File: src/rtl/ultrasonic_echo_emulator.sv
// HC-SR04-style responder: validates a trigger pulse, waits out the burst delay, then returns an
// echo whose width encodes distance_cm. Build option ULTRA_NO_TARGET_EN selects "no target" timeouts.
module ultrasonic_echo_emulator #(
   parameter int CLKS_PER_US    = 50,
   parameter int TRIG_MIN_US    = 10,
   parameter int BURST_DELAY_US = 200,
   parameter int US_PER_CM      = 58,
   parameter int MAX_CM         = 400,
   parameter int TIMEOUT_US     = 38000,
   parameter int HOLDOFF_US     = 10000
) (
   input  logic       clk,
   input  logic       rst,
   input  logic       trigger,
   input  logic [8:0] distance_cm,
   output logic       echo,
   output logic       busy,
   output logic       trig_err
);

   localparam logic [2:0] S_IDLE    = 3'd0;
   localparam logic [2:0] S_TRIG_HI = 3'd1;
   localparam logic [2:0] S_DELAY   = 3'd2;
   localparam logic [2:0] S_ECHO    = 3'd3;
   localparam logic [2:0] S_HOLDOFF = 3'd4;

   localparam int PRE_W   = (CLKS_PER_US > 1) ? $clog2(CLKS_PER_US) : 1;
   localparam int CNT_MAX = (TIMEOUT_US > 131071) ? TIMEOUT_US : 131071;
   localparam int CNT_W   = $clog2(CNT_MAX + 1);

   localparam logic [PRE_W-1:0] PRE_LAST  = PRE_W'(CLKS_PER_US - 1);
   // The cycle that detects the rising edge already counts as one high clock.
   localparam logic [PRE_W-1:0] PRE_ENTRY = PRE_W'((CLKS_PER_US == 1) ? 0 : 1);
   localparam logic [CNT_W-1:0] US_ENTRY  = CNT_W'((CLKS_PER_US == 1) ? 1 : 0);
   localparam logic [CNT_W-1:0] TRIG_MIN   = CNT_W'(TRIG_MIN_US);
   localparam logic [CNT_W-1:0] DELAY_LAST = CNT_W'(BURST_DELAY_US - 1);
   localparam logic [CNT_W-1:0] HOLD_LAST  = CNT_W'(HOLDOFF_US - 1);
   localparam logic [8:0]       MAX_D      = 9'(MAX_CM);

   function automatic logic [CNT_W-1:0] echo_width_us(input logic [8:0] d);
`ifdef ULTRA_NO_TARGET_EN
      if (d == 9'd0 || d > MAX_D) return CNT_W'(TIMEOUT_US);
      return CNT_W'(d) * CNT_W'(US_PER_CM);
`else
      logic [8:0] dc;
      dc = d;
      if (d > MAX_D) dc = MAX_D;
      else if (d == 9'd0) dc = 9'd1;
      return CNT_W'(dc) * CNT_W'(US_PER_CM);
`endif
   endfunction

   logic             sync1, trig_s, trig_d;
   logic [2:0]       state;
   logic [PRE_W-1:0] pre;
   logic [CNT_W-1:0] us_cnt;
   logic [8:0]       dist_lat;
   logic [CNT_W-1:0] echo_w;
   logic             tick;

   assign tick   = (pre == PRE_LAST);
   assign echo_w = echo_width_us(dist_lat);

   always_ff @(posedge clk) begin
      if (rst) begin
         sync1    <= 1'b0;
         trig_s   <= 1'b0;
         trig_d   <= 1'b0;
         state    <= S_IDLE;
         pre      <= '0;
         us_cnt   <= '0;
         echo     <= 1'b0;
         busy     <= 1'b0;
         trig_err <= 1'b0;
      end else begin
         sync1    <= trigger;
         trig_s   <= sync1;
         trig_d   <= trig_s;
         trig_err <= 1'b0;
         pre      <= tick ? '0 : pre + PRE_W'(1);
         case (state)
            S_IDLE: begin
               if (trig_s && !trig_d) begin
                  state  <= S_TRIG_HI;
                  pre    <= PRE_ENTRY;
                  us_cnt <= US_ENTRY;
               end else begin
                  pre    <= '0;
                  us_cnt <= '0;
               end
            end
            S_TRIG_HI: begin
               if (trig_s) begin
                  if (tick && us_cnt != '1) us_cnt <= us_cnt + CNT_W'(1);
               end else begin
                  pre    <= '0;
                  us_cnt <= '0;
                  if (us_cnt >= TRIG_MIN) begin
                     state    <= S_DELAY;
                     busy     <= 1'b1;
                     dist_lat <= distance_cm;
                  end else begin
                     state    <= S_IDLE;
                     trig_err <= 1'b1;
                  end
               end
            end
            // Timed states leave on a prescaler tick, so pre is already back at 0 on entry.
            S_DELAY: begin
               if (tick) begin
                  if (us_cnt == DELAY_LAST) begin
                     state  <= S_ECHO;
                     echo   <= 1'b1;
                     us_cnt <= '0;
                  end else begin
                     us_cnt <= us_cnt + CNT_W'(1);
                  end
               end
            end
            S_ECHO: begin
               if (tick) begin
                  if (us_cnt == echo_w - CNT_W'(1)) begin
                     state  <= S_HOLDOFF;
                     echo   <= 1'b0;
                     us_cnt <= '0;
                  end else begin
                     us_cnt <= us_cnt + CNT_W'(1);
                  end
               end
            end
            S_HOLDOFF: begin
               if (tick) begin
                  if (us_cnt == HOLD_LAST) begin
                     state  <= S_IDLE;
                     busy   <= 1'b0;
                     us_cnt <= '0;
                  end else begin
                     us_cnt <= us_cnt + CNT_W'(1);
                  end
               end
            end
            default: begin
               state <= S_IDLE;
               echo  <= 1'b0;
               busy  <= 1'b0;
            end
         endcase
      end
   end

endmodule

File: config.mk
export PLATFORM = sky130hd
export DESIGN_NAME = ultrasonic_echo_emulator
export DESIGN_NICKNAME = d
export VERILOG_FILES = /design/src/rtl/ultrasonic_echo_emulator.sv
export SDC_FILE = /design/constraint.sdc
export NUM_CORES = 1
export LEC_CHECK = 0
export CAP_MARGIN = 20
export CORE_MARGIN = 3
export CORE_UTILIZATION = 62
export CTS_BUF_LIST = sky130_fd_sc_hd__clkbuf_16
export CTS_CLUSTER_SIZE = 16
export DETAILED_ROUTE_END_ITERATION = 12
export PLACE_DENSITY = 0.87
export SYNTH_ARGS = -nofsm -noshare
export SYNTH_HDL_FRONTEND = slang
export SYNTH_SLANG_ARGS = --single-unit
File: constraint.sdc
create_clock -name clk -period 8.1 [get_ports clk]
set_clock_uncertainty 0.2 [all_clocks]
set_input_delay 2.025 -clock clk [delete_from_list [all_inputs] [get_ports clk]]
set_output_delay 2.025 -clock clk [all_outputs]
set_load 0.01 [all_outputs]
==> summary.md <==
| Metric | Value |
|---|---|
| Die ar. | 7290 sq um |
| Die width | ~85 um |
| Number of buffers added on ports | 14 |
| Layout Cell Area excl Fill | around 4200 sq um |
| Period minus WS final | roughly 6.9 ns |
| CP arrival | around 7 ns |
| Clock root buffer | clkbuf_16 |
| CTS sink cnt | 41 |
| DRT iter0 DRCs | about 300 |
| Via Count | between 3000 and 4000 |
| Hold crit path type | reg2reg |
| Yosys warnings | 0 |
| Worst skew pair latency | 0.28 ns |
| Avg Inst Size Synth | between 8 and 9 sq um |
| Most frequent cells in the layout | inv_1 (42), nor2_1 (38), ha_1 (35) |
| Most common cell after layout, fill and taps aside | inv_1 |
| Max Transition Viols Final | 0 |
| Async set-reset flop share out of synthesis | 0 |
| Synth cell types | about 70 |
| Fmax | between 100 and 150 MHz |
| Antenna cells | 0 |
| Clk buf depth | 2 |
| Post-synthesis register bit count | 41 |
| Num rows | 28 |
| Synthesized area | between 3000 and 4000 sq um |
| Clk pin slew, worst setup/hold paths | around 0.06 ns |
| Vias in the first global route | ~3300 |
| Pin count of the biggest net entering global routing | 33 |
| Leakage | 1.68 nW |
| Total CTS buffers | 5 |
| Final setup viols | 0 |
| P&R area growth vs syn | 7.40% |
| Seq/Total Area, Yosys | 0.233 |
| Synthesized net count | between 500 and 600 |
| Critical path endpoint category | register |
| Wire per inst | 16.1 um |
| CP Max Fanout | 16 |
| Setup Crit Path Kind | reg2reg |
| WP data required | ~8.1 ns |
| Element type at the critical path start | register |
| Die H | about 85 um |
| GRT Residual Overflow | 0 |
| Power Dens Cells | 98.8 nW/um^2 |
| ANT nets after route | 0 |
| First-pass GRT wire length | 15100 um |
| Fraction of layout cells with a size suffix above 1 | 0.0662 |
| Worst-Margin Slew | around 0.94 ns |
| Outcome | completed |
| Post-route clock period utilization | 0.852 |
| Final WL | slightly below 9000 um |
| Global-route usage over all layers | 0.252 |
| RSZ-0062 raised after global routing | false |
| Setup TNS | 0 ns |
| CTS tree | built |
| Post-DP HPWL | approximately 6700 um |
| NumNets Final | 526 |
| Max_slew headroom | 0.369 |
| Remaining DRCs | 0 |
| Core ar. | 6030 sq um |
| Final core area utilization | 0.696 |
| Initial Util | 0.648 |
| Drt first pass iters | 5 |
| Max-cap violation count | 0 |
| Peak supply drop | between 0.1 and 0.15 mV |
| Number of enable flip-flop cells after synthesis | 9 |
| Cells after Synth | around 470 |
| Dpl cell area | a little over 4000 sq um |
| Top_reg_cell synth | dfxtp_1 |
| Final Wtd Congestion | about 0.84 |
| Post-CTS Repair Setup Buffers | 0 |
| Post-CTS Resized | 0 |
| IO Pins | 15 |
| Hold buffer count at cts | 0 |
| Fillers | approximately 470 |
| Initial antenna violation count | 0 |
| H-tree depth | 2 |
| Hold Fails Final Rpt | 0 |
| Vias/cell | roughly 6.3 |
[worst paths after layout]
kind                                       startpoint                endpoint  slack, ns  depth (start not counted)
worst max-delay path            dist_lat[2]$_DFFE_PP_  us_cnt[0]$_SDFFE_PP0P_       1.20                         21
worst min-delay path                 sync1$_SDFF_PP0_       trig_s$_SDFF_PP0_       0.23                          1
worst max register to register  dist_lat[2]$_DFFE_PP_  us_cnt[0]$_SDFFE_PP0P_       1.20                         21
worst min register to register       sync1$_SDFF_PP0_       trig_s$_SDFF_PP0_       0.23                          1
[cells by family after synthesis]
group           after synthesis  share of synthesized area
simple gates                176                      0.249
buf+inv                      63                     0.0634
compound gates              103                      0.190
fa+ha+maj                    46                      0.169
mux                           4                     0.0109
xor+xnor                     34                     0.0852
flops                        41                      0.233
[layout make-up]
class | instances | area (sq um) | share of cell area
clock buffers | 5 | 125 | 0.0298
clock inverters | 2 | 12.5 | 0.00298
inverters | 42 | 158 | 0.0376
multi-input cells | 363 | 2750 | 0.655
flip-flops and latches | 41 | 911 | 0.217
well taps | 75 | 93.8 | 0.0224
repair buffers | 15 | 148 | 0.0352
[synth_stat cells (8+ instances only)]
cell type  instances  area (sq um)
inv_1             41           154
nor2_1            38           143
ha_1              35           438
dfxtp_1           32           641
nand2_1           29           109
a21oi_1           28           140
nand3_1           23           115
xnor2_1           20           175
clkbuf_1          16          60.1
o21ai_0           16          80.1
nor2b_1           13          81.3
nor3_1            13          65.1
and3_1            11          68.8
fa_1              11           220
xor2_1            11          96.3
edfxtp_1           9           270
nand4_1            9          56.3
or3_1              9          56.3
o32ai_1            8          70.1
[state kept, by name, summed over array words and instances (netlist names)]
| name | count |
|---|---|
| dist_lat | 9 |
| trig_err | 1 |
| trig_d | 1 |
| state | 3 |
| echo | 1 |
| pre | 6 |
| trig_s | 1 |
| busy | 1 |
| us_cnt | 17 |
| sync1 | 1 |
[metal layers]
layer,up-vias,GRT usage,wire (um)
met5,-,0,0
met4,0,0.0863,182
met3,20,0.0350,437
met2,113,0.401,4120
met1,1630,0.350,4000
li1,1671,-,-
[report_power, final]
| part | total [mW] | internal [mW] | switching, mW |
|---|---|---|---|
| clock | 0.188 | 0.112 | 0.0764 |
| combinational | 0.0147 | 0.00748 | 0.00724 |
| sequential | 0.212 | 0.210 | 0.00179 |
[per-stage QoR]
step / cells / total power, mW / setup slack, ns / hold WS, ns
final: 543 / 0.414 / 1.20 / 0.235
after global routing: 543 / 0.428 / 0.738 / 0.275
after CTS: 543 / 0.417 / 1.27 / 0.239
after detailed placement: 536 / 0.230 / 1.32 / 0.226
after global placement: 536 / 0.230 / 1.53 / 0.224
after floorplan: 467 / 0.223 / 2.09 / 0.214
[worst max-delay path: stages, from the launching register on]
cell and delay (ns):
edfxtp_1 0.51, nor4_1 0.39, nand2b_1 0.16, a21oi_1 0.13
nor2b_1 0.38, fa_1 0.47, ha_1 0.29, inv_1 0.05
fa_1 0.53, inv_1 0.04, ha_1 0.38, a21o_1 0.23
a31o_2 0.25, nor4_4 0.32, nor3_4 0.08, nor4_2 0.36
mux2_2 0.38, o31ai_1 0.24, a211oi_2 0.13, o211ai_2 0.57
nand2_1 0.38, o31ai_1 0.31
(Power assumes the default switching activity.)
